===== src/rtl/uart_tx_feeder.sv =====
// Buffered byte source for the UART transmitter: a small FIFO drained by an
// FSM that issues one start pulse per frame and paces itself on the UART's busy flag.
module uart_tx_feeder #(
  parameter int DEPTH       = 16,
  parameter int AW          = 4,
  parameter int ACK_TIMEOUT = 16
) (
  input  logic          clk,
  input  logic          reset,
  input  logic [7:0]    i_wr_data,
  input  logic          i_wr_en,
  output logic          o_full,
  output logic          o_empty,
  output logic [AW:0]   o_count,
  output logic          o_overflow,
  input  logic          i_tx_busy,
  output logic [7:0]    o_tx_data,
  output logic          o_tx_start,
  output logic          o_sending
);

  typedef enum logic [1:0] {
    IDLE,
    START,
    WAIT_BUSY,
    WAIT_DONE
  } state_t;

  localparam logic [AW:0]   FULL_COUNT   = (AW+1)'(DEPTH);
  localparam logic [AW:0]   CNT_ONE      = (AW+1)'(1);
  localparam logic [AW-1:0] PTR_ONE      = AW'(1);
  localparam logic [7:0]    TIMEOUT_LAST = 8'(ACK_TIMEOUT - 1);

  logic [7:0]    fifo_mem [DEPTH];

  state_t        state_q,    state_d;
  logic [7:0]    to_cnt_q,   to_cnt_d;
  logic [AW-1:0] wr_ptr_q,   wr_ptr_d;
  logic [AW-1:0] rd_ptr_q,   rd_ptr_d;
  logic [AW:0]   count_q,    count_d;
  logic          full_q,     full_d;
  logic          empty_q,    empty_d;
  logic          overflow_q, overflow_d;
  logic [7:0]    tx_data_q,  tx_data_d;
  logic          tx_start_q, tx_start_d;
  logic          sending_q,  sending_d;

  logic          push;
  logic          pop;

  // Space is judged on the registered full flag only, so a pop in the same
  // cycle never makes room for a write.
  always_comb begin
    push = i_wr_en && !full_q;
    pop  = (state_q == IDLE) && !empty_q && !i_tx_busy;
  end

  always_comb begin
    state_d  = state_q;
    to_cnt_d = to_cnt_q;
    unique case (state_q)
      IDLE: begin
        if (pop) begin
          state_d = START;
        end
      end
      START: begin
        to_cnt_d = 8'd0;
        state_d  = WAIT_BUSY;
      end
      WAIT_BUSY: begin
        if (i_tx_busy) begin
          state_d = WAIT_DONE;
        end else if (to_cnt_q == TIMEOUT_LAST) begin
          // No acknowledge from the transmitter: drop the byte, no retry.
          state_d = IDLE;
        end else begin
          to_cnt_d = to_cnt_q + 8'd1;
        end
      end
      WAIT_DONE: begin
        if (!i_tx_busy) begin
          state_d = IDLE;
        end
      end
      default: begin
        state_d = IDLE;
      end
    endcase
  end

  always_comb begin
    wr_ptr_d   = wr_ptr_q;
    rd_ptr_d   = rd_ptr_q;
    count_d    = count_q;
    tx_data_d  = tx_data_q;
    overflow_d = i_wr_en && full_q;

    if (push) begin
      wr_ptr_d = wr_ptr_q + PTR_ONE;
    end
    if (pop) begin
      rd_ptr_d  = rd_ptr_q + PTR_ONE;
      tx_data_d = fifo_mem[rd_ptr_q];
    end

    unique case ({push, pop})
      2'b10:   count_d = count_q + CNT_ONE;
      2'b01:   count_d = count_q - CNT_ONE;
      default: count_d = count_q;
    endcase

    full_d     = (count_d == FULL_COUNT);
    empty_d    = (count_d == '0);
    tx_start_d = (state_d == START);
    sending_d  = (state_d != IDLE);
  end

  always_ff @(posedge clk) begin
    if (!reset) begin
      state_q    <= IDLE;
      to_cnt_q   <= 8'd0;
      wr_ptr_q   <= '0;
      rd_ptr_q   <= '0;
      count_q    <= '0;
      full_q     <= 1'b0;
      empty_q    <= 1'b1;
      overflow_q <= 1'b0;
      tx_data_q  <= 8'd0;
      tx_start_q <= 1'b0;
      sending_q  <= 1'b0;
    end else begin
      state_q    <= state_d;
      to_cnt_q   <= to_cnt_d;
      wr_ptr_q   <= wr_ptr_d;
      rd_ptr_q   <= rd_ptr_d;
      count_q    <= count_d;
      full_q     <= full_d;
      empty_q    <= empty_d;
      overflow_q <= overflow_d;
      tx_data_q  <= tx_data_d;
      tx_start_q <= tx_start_d;
      sending_q  <= sending_d;
    end
  end

  // Storage array kept free of reset so it maps onto block RAM.
  always_ff @(posedge clk) begin
    if (reset && push) begin
      fifo_mem[wr_ptr_q] <= i_wr_data;
    end
  end

  assign o_full     = full_q;
  assign o_empty    = empty_q;
  assign o_count    = count_q;
  assign o_overflow = overflow_q;
  assign o_tx_data  = tx_data_q;
  assign o_tx_start = tx_start_q;
  assign o_sending  = sending_q;

endmodule

===== config.mk =====
export PLATFORM = sky130hd
export DESIGN_NAME = uart_tx_feeder
export DESIGN_NICKNAME = d
export VERILOG_FILES = /design/src/rtl/uart_tx_feeder.sv
export SDC_FILE = /design/constraint.sdc
export NUM_CORES = 1
export LEC_CHECK = 0
export ABC_AREA = 1
export CAP_MARGIN = 40
export CORE_UTILIZATION = 45
export DETAILED_ROUTE_END_ITERATION = 10
export PLACE_DENSITY = 0.61
export SYNTH_ARGS = -nofsm -noshare
export SYNTH_HDL_FRONTEND = slang
export SYNTH_SLANG_ARGS = --single-unit

===== constraint.sdc =====
create_clock -name clk -period 2.1 [get_ports clk]
set_input_delay 0.315 -clock clk [delete_from_list [all_inputs] [get_ports clk]]
set_output_delay 0.315 -clock clk [all_outputs]
set_load 0.02 [all_outputs]

==> impl_metrics.env <==
export IMPL_root_buffer="clkbuf_16"
export IMPL_dp_final_hpwl_um=9990
export IMPL_port_buffers=29
export IMPL_violations="DRC"
export IMPL_syn_nets=665
export IMPL_synth_top_cell_area_share_pct=55.9
export IMPL_endpoint_kind="flop"
export IMPL_design_core_area_sq_mm=0.0147
export IMPL_hold_path_class="in -> reg"
export IMPL_clk_path_buf_depth=2
export IMPL_drive_gt1_share_pct=13.7
export IMPL_hold_viol_final=0
export IMPL_fin_cells=900
export IMPL_syn_avg_cell_area_sq_um=10.7
export IMPL_critPathMaxFanout=4
export IMPL_grt_overflow=0
export IMPL_first_iter_violations=308
export IMPL_grt_usage_pct=21.0
export IMPL_syn_inst=644
export IMPL_die_w_um=126
export IMPL_start_util_pct=46.8
export IMPL_grt_antenna_before_repair=0
export IMPL_drt_wl_total_um=15800
export IMPL_skew_ns=0.00818
export IMPL_status="finished with violations"
export IMPL_critPathKind="reg -> reg"
export IMPL_ys_ff_latch=164
export IMPL_critPathRequiredTime_ns=2.45
export IMPL_yosys_area_top_type="edfxtp_1"
export IMPL_synthTopCellsByArea="edfxtp_1 56%, dfxtp_1 10%, nor2_1 8.4%, o211ai_1 3.5%, nand3_1 3.3%"
export IMPL_ioPinCount=30
export IMPL_yosysUniqueCellTypes=29
export IMPL_grt_max_degree=48
export IMPL_clock_fmax_mhz=483
export IMPL_synth_edf_count=128
export IMPL_area_growth_pct=20.1
export IMPL_drv_cap=0
export IMPL_post_drt_wl_per_cell_um=17.5
export IMPL_vias_per_cell=5.39
export IMPL_clk_pin_slew_worst_paths_ns=0.06
export IMPL_r2r_cells=17
export IMPL_slew_headroom_pct=53.4
export IMPL_htree_levels=4
export IMPL_ant_nets=0
export IMPL_cts_buffers=17
export IMPL_rsz0062_at_grt="yes"
export IMPL_dp_cells=863
export IMPL_hold_buffers=0
export IMPL_die_h_um=126
export IMPL_finalSetupViolCount=0
export IMPL_slew_viol_final=0
export IMPL_num_nets_final=724
export IMPL_arrival_ns=2.42
export IMPL_diodes=0
export IMPL_ir_drop_mv=0.605
export IMPL_grt_pass1_vias=4662
export IMPL_fin_crit_ns=2.07
export IMPL_hold_path_cell_count=3
export IMPL_dieArea_sq_mm=0.0158
export IMPL_power_mw=8.58
export IMPL_synth_ff_type="edfxtp_1"
export IMPL_power_density_mw_per_mm2=1040
export IMPL_drtPass1Iterations=8
export IMPL_synth_most_common_cell="nor2_1"
export IMPL_vias=4852
export IMPL_tritoncts="built"
export IMPL_clk_latency_ns=0.42
export IMPL_async_flop_share_pct=0
export IMPL_period_share_pct=98.7
export IMPL_gp_congestion=0.838
export IMPL_placed_cell_area_sq_mm=0.00753
export IMPL_ys_seq_area_share_pct=66.4
export IMPL_rows=44
export IMPL_critPathLaunchType="flop"
export IMPL_tightestPinTransition_ns=0.696
export IMPL_cts_sinks=164
export IMPL_syn_area_sq_mm=0.00687
export IMPL_leakagePower_nw=2.99
export IMPL_synth_common_cells="154 x nor2_1, 128 x edfxtp_1, 59 x nand2_1"
export IMPL_design_area_sq_mm=0.00825
export IMPL_drcViolationCount=1
export IMPL_ys_warn_count=0
export IMPL_final_util_pct=56.1
export IMPL_grt_pass1_wl_um=24800
## flip-flops by register name (all words and copies together), names as in the netlist
| name | cells |
|---|---|
| o_tx_start | 1 |
| to_cnt_q | 8 |
| o_overflow | 1 |
| rd_ptr_q | 4 |
| o_sending | 1 |
| o_full | 1 |
| wr_ptr_q | 4 |
| state_q | 2 |
| o_empty | 1 |
| o_count | 5 |
| o_tx_data | 8 |
| fifo_mem | 128 |
## routing by layer
metal  track usage [%]  routed length [um]
met1              28.2                7170
met4              9.18                 385
met2              32.9                7340
met3              4.71                 855
met5                 0                   0
## what timing repair did
item,in CTS,in global routing
endpoints found under the setup margin,3,4
gates resized for setup,5,20
pin swaps,4,10
buffers inserted,2,3
## placed cells by master, fill, tap and decap left out, types with 4 or more instances in the layout
cell type,Yosys,final
o21ai_0,42,41
a21oi_1,17,17
bufinv_16,0,4
inv_2,2,5
o21ai_1,30,30
inv_1,38,34
nand2_1,59,54
clkinv_2,0,4
dfxtp_2,0,4
ha_1,9,7
nand3_1,46,45
clkdlybuf4s50_1,0,29
nor2_1,154,150
nand2_2,0,4
clkinv_1,4,6
nand4_1,4,4
clkbuf_16,0,17
buf_4,5,38
edfxtp_1,128,128
dfxtp_1,36,32
o211ai_1,32,32
## final timing paths
check / start / to / slack (ns)
setup / recovery: state_q[0]$_SDFF_PN0_ / o_empty$_SDFF_PN1_ / 0.03
hold / removal: i_wr_en / o_overflow$_SDFF_PN0_ / 0.45
setup reg to reg: state_q[0]$_SDFF_PN0_ / o_empty$_SDFF_PN1_ / 0.03
hold reg to reg: o_full$_SDFF_PN0_ / o_overflow$_SDFF_PN0_ / 0.46
## stage by stage
stage          hold slack, ns  TNS (ns)  setup slack (ns)
6_report                0.453         0            0.0279
5_1_grt                 0.461    -0.283            -0.128
4_1_cts                 0.436         0            0.0184
3_5_place_dp            0.441     -1.92            -0.409
3_3_place_gp            0.443     -1.21            -0.316
2_1_floorplan           0.414         0           0.00562
## cell type report
type | instances | area [sq um]
clock buffer | 18 | 429
clock inverter | 14 | 184
fill | 1218 | 6450
inverter | 44 | 168
multi-input combinational | 405 | 2030
sequential | 164 | 4570
tap | 184 | 230
timing repair buffer | 71 | 647
## where the power goes
group	internal, mW	switching (mW)	total, mW
clock	1.98	1.23	3.21
sequential	3.61	0.137	3.75
combinational	0.642	0.977	1.62
## kinds of logic (layout without fill, tap and decap cells)
| logic type | Yosys count | after routing | synth area share, % |
|---|---|---|---|
| adders and majority gates | 9 | 9 | 1.64 |
| xor gates and xnor gates | 3 | 3 | 0.382 |
| and+or+nand+nor | 270 | 270 | 16.0 |
| buffers and inverters | 75 | 147 | 5.30 |
| DFF | 164 | 164 | 66.4 |
| AOI/OAI and AO/OA | 123 | 123 | 10.3 |
## worst max-delay path, stage by stage, from the launching register on
cell and delay, ns:
dfxtp_2 0.33, inv_2 0.06, nand2_2 0.06, nor3_4 0.21, ha_4 0.21, nand2_2 0.07, inv_2 0.09, nor2_4 0.05
ha_4 0.16, inv_4 0.05, nand2_4 0.05, inv_2 0.06, nand2_2 0.05, nand3_2 0.07, nand2_1 0.07, nor2_1 0.14
nand3_1 0.13, o21bai_1 0.14
Power figures use the tool's default switching activity.
